--- config.mk ---
export PLATFORM = sky130hd
export DESIGN_NAME = phy_framer_flat
export DESIGN_NICKNAME = d
export VERILOG_FILES = /design/src/rtl/phy_framer_if.sv /design/src/rtl/phy_framer.sv /design/src/flat_wrapper.sv
export SDC_FILE = /design/constraint.sdc
export NUM_CORES = 1
export LEC_CHECK = 0
export CAP_MARGIN = 20
export CORE_UTILIZATION = 44
export DETAILED_ROUTE_END_ITERATION = 8
export GPL_TIMING_DRIVEN = 0
export PLACE_DENSITY_LB_ADDON = 0.05
export SLEW_MARGIN = 20
export SYNTH_ARGS = -nofsm -noshare
export SYNTH_HDL_FRONTEND = slang
export SYNTH_SLANG_ARGS = --single-unit
--- constraint.sdc ---
create_clock -name clk -period 1.4 [get_ports clk]
set_input_delay 0.28 -clock clk [delete_from_list [all_inputs] [get_ports clk]]
set_output_delay 0.28 -clock clk [all_outputs]
set_load 0.01 [all_outputs]
--- src/rtl/phy_framer_if.sv ---
// Byte-stream, frame-memory write port and loader handshake of the PHY framer.
// master: the framer itself; slave: the byte source, memory and loader side.
interface phy_framer_if #(
  parameter int ADDR_W = 7
);
  // Byte stream
  logic              i_valid;
  logic [7:0]        i_byte;
  logic              i_last;
  logic              o_ready;
  // Frame memory write port
  logic              csb0;
  logic              web0;
  logic [ADDR_W-1:0] addr0;
  logic [11:0]       o_data;
  // Loader handshake and status pulses
  logic              ten;
  logic              tend;
  logic              o_done;
  logic              o_ovf;

  modport master (
    input  i_valid, i_byte, i_last, tend,
    output o_ready, csb0, web0, addr0, o_data, ten, o_done, o_ovf
  );

  modport slave (
    output i_valid, i_byte, i_last, tend,
    input  o_ready, csb0, web0, addr0, o_data, ten, o_done, o_ovf
  );
endinterface

--- src/rtl/phy_framer.sv ---
// PHY framer: packs payload bytes into 12-bit UART-style frames, writes a full
// DEPTH-word image (optional SYNCH word, payload, idle pad) into frame memory,
// then hands the image to the loader through the ten/tend handshake.
module phy_framer #(
  parameter int DEPTH   = 128,
  parameter int SYNC_EN = 1,
  parameter int ADDR_W  = $clog2(DEPTH)
) (
  input  logic          clk,
  input  logic          rst,
  phy_framer_if.master  bus
);

  typedef enum logic [2:0] {
    S_IDLE,
    S_SYNC,
    S_DATA,
    S_PAD,
    S_START_TX,
    S_WAIT_TX
  } state_e;

  localparam logic [ADDR_W-1:0] LAST_ADDR = ADDR_W'(DEPTH - 1);
  localparam logic [ADDR_W-1:0] ONE_ADDR  = ADDR_W'(1);
  localparam logic [11:0]       PAD_WORD  = 12'hFFF;
  localparam logic [7:0]        SYNC_BYTE = 8'h55;

  // Start bit 0, data LSB-first in bits 8:1, even parity in bit 9, two stop bits.
  function automatic logic [11:0] frame(input logic [7:0] b);
    return {2'b11, ^b, b, 1'b0};
  endfunction

  state_e            state_q, state_d;
  logic [ADDR_W-1:0] ptr_q, ptr_d;
  logic              csb0_q, csb0_d;
  logic              web0_q, web0_d;
  logic [ADDR_W-1:0] addr0_q, addr0_d;
  logic [11:0]       data_q, data_d;
  logic              ten_q, ten_d;
  logic              done_q, done_d;
  logic              ovf_q, ovf_d;
  logic              wr;
  logic              tx_now, tx_next;

  // Next-state, word pointer and registered memory/loader outputs.
  always_comb begin
    // NOTE: every value written here gets a default first, so no path can infer a latch.
    state_d = state_q;
    ptr_d   = ptr_q;
    data_d  = data_q;
    done_d  = 1'b0;
    ovf_d   = 1'b0;
    wr      = 1'b0;

    unique case (state_q)
      S_IDLE: begin
        ptr_d = '0;
        if (bus.i_valid) begin
          if (SYNC_EN != 0) begin
            // The SYNCH word is written on the edge leaving IDLE, so it is on the bus during SYNC.
            state_d = S_SYNC;
            wr      = 1'b1;
            data_d  = frame(SYNC_BYTE);
            ptr_d   = ONE_ADDR;
          end else begin
            state_d = S_DATA;
          end
        end
      end

      S_SYNC: state_d = S_DATA;

      S_DATA: begin
        if (bus.i_valid) begin
          wr     = 1'b1;
          data_d = frame(bus.i_byte);
          if (ptr_q == LAST_ADDR) begin
            // Memory is full: a non-final byte here means the packet is truncated.
            state_d = S_START_TX;
            ovf_d   = !bus.i_last;
          end else begin
            ptr_d = ptr_q + ONE_ADDR;
            if (bus.i_last) state_d = S_PAD;
          end
        end
      end

      S_PAD: begin
        wr     = 1'b1;
        data_d = PAD_WORD;
        if (ptr_q == LAST_ADDR) state_d = S_START_TX;
        else                    ptr_d   = ptr_q + ONE_ADDR;
      end

      // ten is still high on the first START_TX cycle, so a stale tend cannot advance us.
      S_START_TX: if (bus.tend && !ten_q) state_d = S_WAIT_TX;

      S_WAIT_TX: begin
        if (!bus.tend) begin
          state_d = S_IDLE;
          ptr_d   = '0;
          done_d  = 1'b1;
        end
      end

      default: state_d = S_IDLE;
    endcase

    csb0_d  = !wr;
    web0_d  = !wr;
    // While writing, show the written address; otherwise pre-present the next pointer.
    addr0_d = wr ? ptr_q : ptr_d;

    // ten falls one cycle after entering START_TX, so the final strobe is complete first.
    tx_now  = (state_q == S_START_TX) || (state_q == S_WAIT_TX);
    tx_next = (state_d == S_START_TX) || (state_d == S_WAIT_TX);
    ten_d   = !(tx_now && tx_next);
  end

  // State and output registers; reset abandons any packet and releases ten at once.
  always_ff @(posedge clk or posedge rst) begin
    if (rst) begin
      state_q <= S_IDLE;
      ptr_q   <= '0;
      csb0_q  <= 1'b1;
      web0_q  <= 1'b1;
      addr0_q <= '0;
      data_q  <= PAD_WORD;
      ten_q   <= 1'b1;
      done_q  <= 1'b0;
      ovf_q   <= 1'b0;
    end else begin
      // NOTE: non-blocking assignments so every register samples pre-edge values.
      state_q <= state_d;
      ptr_q   <= ptr_d;
      csb0_q  <= csb0_d;
      web0_q  <= web0_d;
      addr0_q <= addr0_d;
      data_q  <= data_d;
      ten_q   <= ten_d;
      done_q  <= done_d;
      ovf_q   <= ovf_d;
    end
  end

  assign bus.o_ready = (state_q == S_DATA);
  assign bus.csb0    = csb0_q;
  assign bus.web0    = web0_q;
  assign bus.addr0   = addr0_q;
  assign bus.o_data  = data_q;
  assign bus.ten     = ten_q;
  assign bus.o_done  = done_q;
  assign bus.o_ovf   = ovf_q;

endmodule

--- src/flat_wrapper.sv ---
// flat-port wrapper written by rule: the top's interface ports become plain ports
module phy_framer_flat 
#(
  parameter int DEPTH   = 128,
  parameter int SYNC_EN = 1,
  parameter int ADDR_W  = $clog2(DEPTH)
)
  (clk, rst, bus_i_valid, bus_i_byte, bus_i_last, bus_tend, bus_o_ready, bus_csb0, bus_web0, bus_addr0, bus_o_data, bus_ten, bus_o_done, bus_o_ovf);
  phy_framer_if #(.ADDR_W(ADDR_W)) bus_i ();
  input  logic clk;
  input  logic rst;
  input wire logic [$bits(bus_i.i_valid)-1:0] bus_i_valid;
  input wire logic [$bits(bus_i.i_byte)-1:0] bus_i_byte;
  input wire logic [$bits(bus_i.i_last)-1:0] bus_i_last;
  input wire logic [$bits(bus_i.tend)-1:0] bus_tend;
  output wire logic [$bits(bus_i.o_ready)-1:0] bus_o_ready;
  output wire logic [$bits(bus_i.csb0)-1:0] bus_csb0;
  output wire logic [$bits(bus_i.web0)-1:0] bus_web0;
  output wire logic [$bits(bus_i.addr0)-1:0] bus_addr0;
  output wire logic [$bits(bus_i.o_data)-1:0] bus_o_data;
  output wire logic [$bits(bus_i.ten)-1:0] bus_ten;
  output wire logic [$bits(bus_i.o_done)-1:0] bus_o_done;
  output wire logic [$bits(bus_i.o_ovf)-1:0] bus_o_ovf;
  assign bus_i.i_valid = bus_i_valid;
  assign bus_i.i_byte = bus_i_byte;
  assign bus_i.i_last = bus_i_last;
  assign bus_i.tend = bus_tend;
  assign bus_o_ready = bus_i.o_ready;
  assign bus_csb0 = bus_i.csb0;
  assign bus_web0 = bus_i.web0;
  assign bus_addr0 = bus_i.addr0;
  assign bus_o_data = bus_i.o_data;
  assign bus_ten = bus_i.ten;
  assign bus_o_done = bus_i.o_done;
  assign bus_o_ovf = bus_i.o_ovf;
  phy_framer #(.DEPTH(DEPTH), .SYNC_EN(SYNC_EN), .ADDR_W(ADDR_W)) u_core (.clk(clk), .rst(rst), .bus(bus_i));
endmodule
==> impl_summary.log, run 1 <==
[metrics] status: complete, but fails checks
[metrics] violated checks: setup timing
[metrics] width of the die: 61.55 µm
[metrics] worst min path class: input port to register
[metrics] Crit-path slowest cell: sky130_fd_sc_hd__dfrtp_1
[metrics] DRT Pass-1 Iters: 4
[metrics] Post-DP Area: 0.001964 mm²
[metrics] wire length per cell: approximately 15 µm
[metrics] full die area: 0.003788 mm²
[metrics] CTS clock-pin slew for the worst setup and hold paths: ~100 ps
[metrics] I/O pin count: 38
[metrics] total clock buffers created by CTS: 5
[metrics] capture point of the worst reg-to-reg path: u_core.ptr_q[5]
[metrics] endpoint of the worst hold path: u_core.bus.o_data[9]
[metrics] vertical extent of the die: 61.55 µm
[metrics] worst setup margin: -180.4 ps
[metrics] clock root buffer master: sky130_fd_sc_hd__clkbuf_4
[metrics] endpoint type of the worst setup path: primary output
[metrics] count of state elements after synthesis: 31
[metrics] Worst Hold Path Cells: 3
[metrics] total global routing track utilization: 0.2067
[metrics] total number of vias: between 1000 and 1500
[metrics] global route total overflow: 0
[metrics] cell breakdown of the critical path: buf_6 -> and2b_2 -> nand2b_4 -> inv_2 -> buf_6
[metrics] fraction of final layout cells sized beyond drive strength 1: 0.4319
[metrics] DP Wirelength: between 2000 and 2500 µm
[metrics] worst-case register-to-register setup slack: -20 ps
[metrics] Core Rows: 21
[metrics] Cell Count Post-Placement: 234
[metrics] time the worst path needs with I/O delays and setup: approximately 1600 ps
[metrics] Max Clk Rate: 632.8 MHz
[metrics] post-synthesis cell type count: 44
[metrics] wirelength, routed: 3792 µm
[metrics] power per standard cell area: 1907 mW/mm²
[metrics] syn_area_per_cell: 10.20 µm²
[metrics] Maximum Capacitance Violations: 0
[metrics] growth of design area from synthesis to finish: 45.31%
[metrics] number of synthesized flops with an enable pin: 0
[metrics] Relative slew margins: 0.5777
[metrics] Worst Path Buf+Inv: 3
[metrics] FF-to-FF Start: u_core.ptr_q[0]
[metrics] skew final: 5.983 ps
[metrics] wire length of the first global-routing pass: approximately 5600 µm
[metrics] core area: 0.003363 mm²
[metrics] most used cell along the critical path: sky130_fd_sc_hd__buf_6
[metrics] Worst path top cell family by delay: flip-flops
[metrics] Synth async-reset ratio: 1.000
[metrics] leakage power: about 1 nW
[metrics] CTS tree: yes
[metrics] initial antenna violation count: 0
[metrics] Skew-Pair Late Insertion Delay: 330 ps
[metrics] number of warnings issued by yosys: 0
[metrics] Period Utilization, post-route: 1.129
[metrics] post-route insts no fill: ~260
[metrics] post-synthesis cell area: 0.001560 mm²
[metrics] number of pins with negative max-slew slack in the final report: 0
[metrics] kind of start point of the critical path: register
[metrics] count of antenna diodes in the layout: 0
[metrics] DRC violation total after the first TritonRoute iteration: 73
[metrics] number of buffers between clock root and the deepest sink: 2
[metrics] worst vdd rail ir drop: 878.0 µV
[metrics] Post-CTS Hold Buffers: 0
[metrics] share of the yosys chip area belonging to registers: 0.5068
[metrics] Placer Congestion: 0.8593
[metrics] CTS Sinks: 31
[metrics] Total Nets Final: 226
[metrics] Remaining DRCs: 0
[metrics] pin count of the biggest net entering global routing: 32
[metrics] arrival time of the worst setup path: 1300 ps
[metrics] unrepaired setup endpoints after global routing: true
[metrics] WHS: 315.4 ps
[metrics] CP required: 1120 ps
[metrics] Final Hold Viols: 0
[metrics] CP Class: register to primary output
[metrics] starting utilization of the core area: 0.4639
[metrics] post-layout utilization of the core: 0.6741
[metrics] final design area excluding fillers: 0.002267 mm²
[metrics] via count of the first global-routing pass: between 1000 and 1500
[metrics] Finish-stage setup viols: 3
[metrics] slew at the pin with the worst max-slew slack: 632.6 ps
[metrics] vias per cell: 5.317
[metrics] Detail Route Antenna Nets: 0
[metrics] port bufs: 34
[metrics] Hold Path Origin: bus_i_valid
[metrics] commonest register cell after synthesis: sky130_fd_sc_hd__dfrtp_1
[metrics] biggest cell delay along the critical path: 400 ps
[metrics] Worst Reg2Reg Path Length in Cells: 5
[metrics] count of mapped cells out of synthesis: 153
[metrics] CP max FO: 2
[metrics] number of levels in the clock H-tree: 2
## worst max path at each step
stage,startpoint,to,slack (ps),cells after the start
final,u_core.state_q[1],bus_o_ready,-180,5
after global routing,u_core.state_q[1],bus_o_ready,-230,5
after CTS,u_core.state_q[1],bus_o_ready,-190,5
after detailed placement,u_core.state_q[0],bus_o_ready,-410,5
after global placement,u_core.state_q[0],bus_o_ready,-390,5
after floorplan,u_core.ptr_q[0],u_core.bus.addr0[5],3,5
## through the flow
step,total power [mW],TNS [ps],worst slack [ps]
finish,4.323,-205.4,-180.4
global placement,3.114,-7735,-393.5
floorplan,2.478,0,2.997
global route,4.611,-372.7,-228.3
CTS,3.996,-210.5,-186.6
detailed placement,3.161,-2486,-412.9
## worst reg2reg max path, delay by kind of cell, from the launching register on
kind	cells	cell delay (ps)
muxes	1	270
DFF	1	400
buffers and inverters	1	160
AOI/OAI and AO/OA	1	140
and+or+nand+nor	2	320
## timing repair
item | in CTS | in global routing
setup endpoints to repair | 41 | 35
pin swaps | 5 | 8
cloned | 0 | 1
setup buffers | 8 | 9
gates resized for setup | 59 | 36
## cells in the mapped netlist (2+ instances only)
library cell,number,area (µm²)
sky130_fd_sc_hd__xnor2_1,7,61.31
sky130_fd_sc_hd__a21oi_1,16,80.08
sky130_fd_sc_hd__a21o_1,2,15.01
sky130_fd_sc_hd__a32o_1,2,20.02
sky130_fd_sc_hd__buf_2,4,20.02
sky130_fd_sc_hd__o32ai_1,2,17.52
sky130_fd_sc_hd__inv_1,8,30.03
sky130_fd_sc_hd__dfstp_2,12,315.3
sky130_fd_sc_hd__nand2b_1,3,18.77
sky130_fd_sc_hd__nor2b_1,8,50.05
sky130_fd_sc_hd__buf_4,6,45.04
sky130_fd_sc_hd__nand2_1,10,37.54
sky130_fd_sc_hd__and2_1,2,12.51
sky130_fd_sc_hd__nor2_1,10,37.54
sky130_fd_sc_hd__dfrtp_1,19,475.5
sky130_fd_sc_hd__a21oi_2,2,17.52
sky130_fd_sc_hd__o21ai_0,10,50.05
sky130_fd_sc_hd__nand3_1,3,15.01
sky130_fd_sc_hd__a31o_2,2,17.52
## cell type report
class / instances / area, µm²
flip-flops and latches: 31 / 790.8
multi-input cells: 104 / 798.3
clock inverters: 2 / 35.03
well taps: 46 / 57.56
plain buffers: 11 / 95.09
fillers: 282 / 1096
inverters: 8 / 30.03
repair buffers: 51 / 409.1
clock buffers: 6 / 51.30
## flip-flops by register name, indices dropped and copies added, names as in the netlist
signal,flops
u_core.bus.o_done,1
u_core.bus.o_data,10
u_core.state_q,3
u_core.bus.csb0,1
u_core.bus.addr0,7
u_core.ptr_q,7
u_core.bus.o_ovf,1
u_core.bus.ten,1
## layout by cell type, fill, tap and decap left out, types with 3 or more instances in the layout
master,netlist,layout
sky130_fd_sc_hd__a21oi_1,16,13
sky130_fd_sc_hd__a21oi_2,2,3
sky130_fd_sc_hd__buf_2,4,6
sky130_fd_sc_hd__buf_4,6,21
sky130_fd_sc_hd__buf_6,1,6
sky130_fd_sc_hd__clkbuf_2,0,8
sky130_fd_sc_hd__clkbuf_4,0,5
sky130_fd_sc_hd__clkdlybuf4s50_1,0,11
sky130_fd_sc_hd__dfrtp_1,19,19
sky130_fd_sc_hd__dfstp_2,12,12
sky130_fd_sc_hd__dlygate4sd2_1,0,9
sky130_fd_sc_hd__inv_1,8,6
sky130_fd_sc_hd__nand2_1,10,9
sky130_fd_sc_hd__nand2b_4,1,3
sky130_fd_sc_hd__nor2_1,10,9
sky130_fd_sc_hd__nor2b_1,8,7
sky130_fd_sc_hd__o21ai_0,10,8
sky130_fd_sc_hd__xnor2_1,7,7
## cells by family after synthesis
kind of cell,Yosys count,share of synthesized area
AO/OA/AOI/OAI,49,0.2125
AND/OR/NAND/NOR,44,0.1564
flip-flops,31,0.5068
buffers and inverters,19,0.06816
XOR/XNOR,7,0.03930
adder cells (fa/ha/maj),1,0.008018
other,1,0.002403
multiplexers,1,0.006416
## power by group
part	switching (mW)	internal, mW	total (mW)
Combinational	1.06	1.10	2.16
Sequential	0.168	1.26	1.42
Clock	0.318	0.422	0.739
## layer usage
layer  track usage  share of wire  vias up
li1              -              -      648
met1        0.2584           0.42      654
met2        0.3287           0.48       62
met3       0.06513          0.069       13
met4       0.09206          0.027        0
met5             0              0        -
(Power assumes the default switching activity.)
==> inputs of run 2 (changes only) <==
--- a/config.mk
+++ b/config.mk
@@ -5,11 +5,12 @@
 export SDC_FILE = /design/constraint.sdc
 export NUM_CORES = 1
 export LEC_CHECK = 0
-export CAP_MARGIN = 20
+export CAP_MARGIN = 10
 export CORE_UTILIZATION = 44
 export DETAILED_ROUTE_END_ITERATION = 8
 export GPL_TIMING_DRIVEN = 0
 export PLACE_DENSITY_LB_ADDON = 0.05
+export SKIP_CTS_REPAIR_TIMING = 1
 export SLEW_MARGIN = 20
 export SYNTH_ARGS = -nofsm -noshare
 export SYNTH_HDL_FRONTEND = slang
==> impl_summary.log, run 2 (synthesis gave the netlist of run 1 again) <==
[metrics] number of pins with negative max-slew slack in the final report: 0
[metrics] number of levels in the clock H-tree: 2
[metrics] FF-to-FF Start: u_core.state_q[0]
[metrics] endpoint of the worst hold path: u_core.bus.o_data[9]
[metrics] kind of start point of the critical path: register
[metrics] CP required: 1120 ps
[metrics] worst-case register-to-register setup slack: -170 ps
[metrics] capture point of the worst reg-to-reg path: u_core.bus.addr0[4]
[metrics] unrepaired setup endpoints after global routing: true
[metrics] Total Nets Final: 218
[metrics] core area: about 0.0034 mm²
[metrics] fraction of final layout cells sized beyond drive strength 1: 0.3317
[metrics] time the worst path needs with I/O delays and setup: 1652 ps
[metrics] initial antenna violation count: 0
[metrics] wire length of the first global-routing pass: 5209 µm
[metrics] total clock buffers created by CTS: 5
[metrics] CTS Sinks: 31
[metrics] clock root buffer master: sky130_fd_sc_hd__clkbuf_4
[metrics] Finish-stage setup viols: 14
[metrics] full die area: approximately 0.0038 mm²
[metrics] DRC violation total after the first TritonRoute iteration: 63
[metrics] slew at the pin with the worst max-slew slack: 624.4 ps
[metrics] vertical extent of the die: 61.55 µm
[metrics] WHS: slightly below 300 ps
[metrics] DP Wirelength: 2424 µm
[metrics] highest metal layer with signal wires: met4
[metrics] port bufs: 34
[metrics] CP Class: register to primary output
[metrics] wire length per cell: 14.53 µm
[metrics] skew final: between 5 and 6 ps
[metrics] Placer Congestion: 0.8593
[metrics] total global routing track utilization: 0.1930
[metrics] flip-flop count of the largest register, all copies and words added: 10
[metrics] wirelength, routed: 3647 µm
[metrics] Maximum Capacitance Violations: 0
[metrics] commonest cells after routing, fill and taps aside: sky130_fd_sc_hd__dlymetal6s2s_1 (21), sky130_fd_sc_hd__dfrtp_1 (18), sky130_fd_sc_hd__buf_4 (16)
[metrics] violated checks: setup timing
[metrics] Relative slew margins: 0.5831
[metrics] width of the die: around 60 µm
[metrics] Worst Reg2Reg Path Length in Cells: 5
[metrics] Hold Path Origin: bus_i_valid
[metrics] arrival time of the worst setup path: 1370 ps
[metrics] CTS clock-pin slew for the worst setup and hold paths: 100 ps
[metrics] leakage power: 1.126 nW
[metrics] Detail Route Antenna Nets: 0
[metrics] status: complete, but fails checks
[metrics] worst vdd rail ir drop: 940.1 µV
[metrics] global route total overflow: 0
[metrics] worst setup margin: -252.4 ps
[metrics] sum of routed wire segments on met1: ~1500 µm
[metrics] Remaining DRCs: 0
[metrics] endpoint type of the worst setup path: primary output
[metrics] DRT Pass-1 Iters: 7
[metrics] Max Clk Rate: around 610 MHz
[metrics] Seq. cell area: 792.0 µm²
[metrics] starting utilization of the core area: 0.4639
[metrics] Core Rows: 21
[metrics] Period Utilization, post-route: 1.180
[metrics] Filler Cell Count: 276
[metrics] via count of the first global-routing pass: roughly 1200
[metrics] growth of design area from synthesis to finish: 45.87%
[metrics] pin count of the biggest net entering global routing: 32
[metrics] count of antenna diodes in the layout: 0
[metrics] power per standard cell area: 1831 mW/mm²
[metrics] worst min path class: input port to register
[metrics] length of routed met3 wiring: 211 µm
[metrics] Worst Hold Path Cells: 3
[metrics] CTS tree: yes
[metrics] Final Hold Viols: 0
[metrics] commonest non-fill, non-tap cell in the layout: sky130_fd_sc_hd__dlymetal6s2s_1
[metrics] area of the multi-input gates: 768.2 µm²
[metrics] vias per cell: 5.363
[metrics] met2 wirelength from detailed routing: 1816 µm
[metrics] post-layout utilization of the core: 0.6767
[metrics] number of buffers between clock root and the deepest sink: 2
[metrics] Skew-Pair Late Insertion Delay: 330 ps
[metrics] total number of vias: 1346
[metrics] CP max FO: 6
[metrics] I/O pin count: 38
run 2: cell types whose count changed in the layout (fill, tap and decap cells not counted), sizes merged:
cell / change
dlygate4sd2: -9
dlymetal6s2s: +21
buf: -13
clkbuf: -7
run 2: report_power, final:
part	internal (mW)	total (mW)	switching, mW
logic	1.05	2.00	0.956
registers	1.26	1.43	0.170
clock network	0.422	0.736	0.315
run 2: worst max path at each step:
stage,cells past startpoint,slack (ps),to,startpoint
floorplan,5,3,u_core.bus.addr0[5],u_core.ptr_q[0]
CTS,5,-790,bus_o_ready,u_core.state_q[1]
global placement,5,-390,bus_o_ready,u_core.state_q[0]
global route,5,-310,bus_o_ready,u_core.state_q[1]
detailed placement,5,-410,bus_o_ready,u_core.state_q[0]
finish,5,-250,bus_o_ready,u_core.state_q[1]
run 2: metal layers:
metal	vias to the layer above	global-route usage
met5	-	0
met4	0	0.06667
met3	7	0.05672
met2	42	0.3118
met1	661	0.2477
li1	636	-
run 2: final cells by class:
type	count	area share
Sequential cell	31	0.3480
Multi-Input combinational cell	104	0.3375
Timing Repair Buffer	43	0.2007
Buffer	11	0.03738
Tap cell	46	0.02529
Clock buffer	6	0.02254
Clock inverter	2	0.01539
Inverter	8	0.01319
run 2: per-stage QoR:
stage | instance area [µm²] | power (mW) | setup TNS (ps) | setup WS, ps | instances
after global routing | 2276 | 4.456 | -2939 | -311.7 | 251
final | 2276 | 4.167 | -1566 | -252.4 | 251
after CTS | 2051 | 3.902 | -6398 | -793.4 | 242
after detailed placement | 1964 | 3.161 | -2486 | -412.9 | 234
after floorplan | 1567 | 2.478 | 0 | 2.997 | 154
after global placement | 1964 | 3.114 | -7735 | -393.5 | 234
run 2: worst max-delay path: stages (launching register included):
cell	delay, ps
sky130_fd_sc_hd__dfrtp_1	420
sky130_fd_sc_hd__buf_6	140
sky130_fd_sc_hd__and2b_2	240
sky130_fd_sc_hd__nand2b_4	90
sky130_fd_sc_hd__inv_1	40
sky130_fd_sc_hd__clkbuf_2	120
==> inputs of run 3 (changes only) <==
--- a/config.mk
+++ b/config.mk
@@ -5,6 +5,7 @@
 export SDC_FILE = /design/constraint.sdc
 export NUM_CORES = 1
 export LEC_CHECK = 0
+export ABC_AREA = 1
 export CAP_MARGIN = 10
 export CORE_UTILIZATION = 44
 export DETAILED_ROUTE_END_ITERATION = 8
==> impl_summary.log, run 3 <==
[metrics] unrepaired setup endpoints after global routing: true
[metrics] number of buffers between clock root and the deepest sink: 2
[metrics] cell types with the largest area share after synthesis: sky130_fd_sc_hd__dfrtp_1 (28%), sky130_fd_sc_hd__dfstp_2 (18%), sky130_fd_sc_hd__nand2_1 (17%)
[metrics] syn_area_per_cell: around 7.7 µm²
[metrics] Sequential Power Share: 0.311
[metrics] Placer Congestion: 0.8524
[metrics] starting utilization of the core area: 0.4627
[metrics] number of warnings issued by yosys: 0
[metrics] Period Utilization, post-route: 1.178
[metrics] Relative slew margins: 0.5710
[metrics] CTS tree: yes
[metrics] clock network fraction of design power: 0.187
[metrics] pin count of the biggest net entering global routing: 32
[metrics] number of synthesized flops with an enable pin: 0
[metrics] Skew-Pair Late Insertion Delay: 290 ps
[metrics] I/O pin count: 38
[metrics] Cell Count Post-Placement: 305
[metrics] global route total overflow: 0
[metrics] DRC violation total after the first TritonRoute iteration: 50
[metrics] DRT Pass-1 Iters: 4
[metrics] status: complete, but fails checks
[metrics] power per standard cell area: approximately 2000 mW/mm²
[metrics] Max Clk Rate: 606.5 MHz
[metrics] commonest cells after routing, fill and taps aside: sky130_fd_sc_hd__nand2_1 (69), sky130_fd_sc_hd__dlymetal6s2s_1 (24), sky130_fd_sc_hd__inv_1 (20)
[metrics] total clock buffers created by CTS: 5
[metrics] via count of the first global-routing pass: 1516
[metrics] Final Hold Viols: 0
[metrics] initial antenna violation count: 0
[metrics] Detail Route Antenna Nets: 0
[metrics] count of antenna diodes in the layout: 0
[metrics] Comb pwr share: 0.502
[metrics] vias per cell: 4.960
[metrics] FF-to-FF Start: u_core.ptr_q[1]
[metrics] commonest register cell after synthesis: sky130_fd_sc_hd__dfrtp_1
[metrics] Finish-stage setup viols: 18
[metrics] critical path launch point: u_core.state_q[0]
[metrics] leading cell types by count after synthesis: sky130_fd_sc_hd__nand2_1 (78), sky130_fd_sc_hd__inv_1 (23), sky130_fd_sc_hd__dfrtp_1 (19), sky130_fd_sc_hd__o21ai_0 (18), sky130_fd_sc_hd__nand3_1 (14)
[metrics] number of levels in the clock H-tree: 2
[metrics] vertical extent of the die: between 60 and 70 µm
[metrics] growth of design area from synthesis to finish: 46.77%
[metrics] wire length of the first global-routing pass: 6837 µm
[metrics] slew at the pin with the worst max-slew slack: 642.5 ps
[metrics] CTS Sinks: 31
[metrics] commonest non-fill, non-tap cell in the layout: sky130_fd_sc_hd__nand2_1
[metrics] Core Rows: 22
[metrics] Maximum Capacitance Violations: 0
[metrics] time the worst path needs with I/O delays and setup: around 1600 ps
[metrics] total number of vias: 1612
[metrics] arrival time of the worst setup path: 1370 ps
[metrics] Switching Fraction: 0.3910
[metrics] CP max FO: 10
[metrics] post-synthesis cell type count: 30
[metrics] full die area: 0.004132 mm²
[metrics] wire length per cell: 13.13 µm
[metrics] post-layout utilization of the core: 0.6791
[metrics] share of the yosys chip area belonging to registers: 0.4633
[metrics] worst min path class: input port to async pin
[metrics] Remaining DRCs: 0
[metrics] skew final: 9.808 ps
[metrics] worst setup margin: -248.9 ps
[metrics] Total Nets Final: 290
[metrics] cell internal power dissipation: ~3 mW
[metrics] Final Power: 4.930 mW
[metrics] Setup WS pre-CTS: -538.1 ps
[metrics] endpoint type of the worst setup path: primary output
[metrics] biggest area consumer among synthesized cells: sky130_fd_sc_hd__dfrtp_1
[metrics] violated checks: setup timing
[metrics] Synth async-reset ratio: 1.000
[metrics] core area: 0.003689 mm²
[metrics] count of state elements after synthesis: 31
[metrics] wirelength, routed: 4268 µm
[metrics] width of the die: 64.28 µm
[metrics] post-synthesis cell area: 0.001707 mm²
[metrics] DP Wirelength: 2812 µm
[metrics] CP Class: register to primary output
[metrics] count of mapped cells out of synthesis: around 220
[metrics] WHS: 397.1 ps
[metrics] number of pins with negative max-slew slack in the final report: 0
[metrics] proportion of netlist area held by the largest area contributor: 0.2786
[metrics] clock root buffer master: sky130_fd_sc_hd__clkbuf_8
[metrics] CTS clock-pin slew for the worst setup and hold paths: 70 ps
[metrics] fraction of final layout cells sized beyond drive strength 1: 0.3032
[metrics] net switching component of the power: 1.928 mW
[metrics] kind of start point of the critical path: register
[metrics] port bufs: 35
[metrics] leakage power: 1.485 nW
[metrics] total global routing track utilization: 0.2165
[metrics] flip-flop count of the largest register, all copies and words added: 10
[metrics] post-route insts no fill: 325
[metrics] most frequently used cell type in the post-synthesis netlist: sky130_fd_sc_hd__nand2_1
[metrics] CP required: 1120 ps
[metrics] Filler Cell Count: 320
[metrics] worst vdd rail ir drop: 975.0 µV
==> run 3: cell types whose count changed after synthesis, moves of 4 or more <==
| cell | delta |
|---|---|
| sky130_fd_sc_hd__nand3_1 | +11 |
| sky130_fd_sc_hd__inv_1 | +15 |
| sky130_fd_sc_hd__nor2b_1 | -8 |
| sky130_fd_sc_hd__a21oi_1 | -14 |
| sky130_fd_sc_hd__o21ai_0 | +8 |
| sky130_fd_sc_hd__inv_2 | +4 |
| sky130_fd_sc_hd__nand2_1 | +68 |
| sky130_fd_sc_hd__nand2_2 | +4 |
==> run 3: cells by family after synthesis <==
kind of cell / synth area share
AOI/OAI and AO/OA: 0.09679
xor gates and xnor gates: 0.03592
adders and majority gates: 0.007330
buffers and inverters: 0.09383
DFF: 0.4633
other: 0.002197
and+or+nand+nor: 0.3006
==> run 3: final cells by class <==
class	instances	area, µm²	share of cell area
plain buffers	7	60.06	0.02398
clock buffers	6	82.58	0.03297
clock inverters	2	35.03	0.01399
inverters	28	108.9	0.04346
multi-input cells	156	855.8	0.3417
flip-flops and latches	31	794.5	0.3172
well taps	48	60.06	0.02398
repair buffers	47	508.0	0.2028
==> run 3: metrics by stage <==
stage | TNS [ps] | cell area [µm²]
2_1_floorplan | 0 | 1710
3_3_place_gp | -14670 | 2121
6_report | -1830 | 2505
5_1_grt | -4084 | 2505
4_1_cts | -5588 | 2238
3_5_place_dp | -7952 | 2121
==> run 3: critical path, stage by stage (launching register included) <==
cell and delay (ps):
sky130_fd_sc_hd__dfrtp_1 390, sky130_fd_sc_hd__buf_6 150, sky130_fd_sc_hd__nor2_2 130, sky130_fd_sc_hd__nand2_2 130
sky130_fd_sc_hd__clkinv_2 120, sky130_fd_sc_hd__dlymetal6s2s_1 170
==> run 3: path summary, 6_finish.rpt <==
| path | to | slack (ps) | cells after the start |
|---|---|---|---|
| min | u_core.ptr_q[1] | 400 | 2 |
| max reg2reg | u_core.state_q[0] | -190 | 8 |
| min in group clk | u_core.bus.o_data[6] | 460 | 2 |
| max in group asynchronous | u_core.state_q[2] | 540 | 2 |
| max | bus_o_ready | -250 | 5 |
| min reg2reg | u_core.bus.o_data[6] | 460 | 2 |
==> run 3: power by group through the flow <==
stage	logic (mW)	registers, mW	clock network (mW)
CTS	2.14	1.54	0.931
global placement	2.10	1.55	0
detailed placement	2.12	1.56	0
global route	2.75	1.57	0.976
floorplan	1.17	1.64	0
finish	2.47	1.53	0.923
==> run 3: routing by layer <==
metal,global-route usage,share of wire,wire length (µm),vias up
met5,0,0,0,-
met4,0.08056,0.011,49,0
met3,0.05179,0.050,214,6
met2,0.3592,0.49,2103,45
met1,0.2709,0.45,1901,758
li1,-,-,-,803
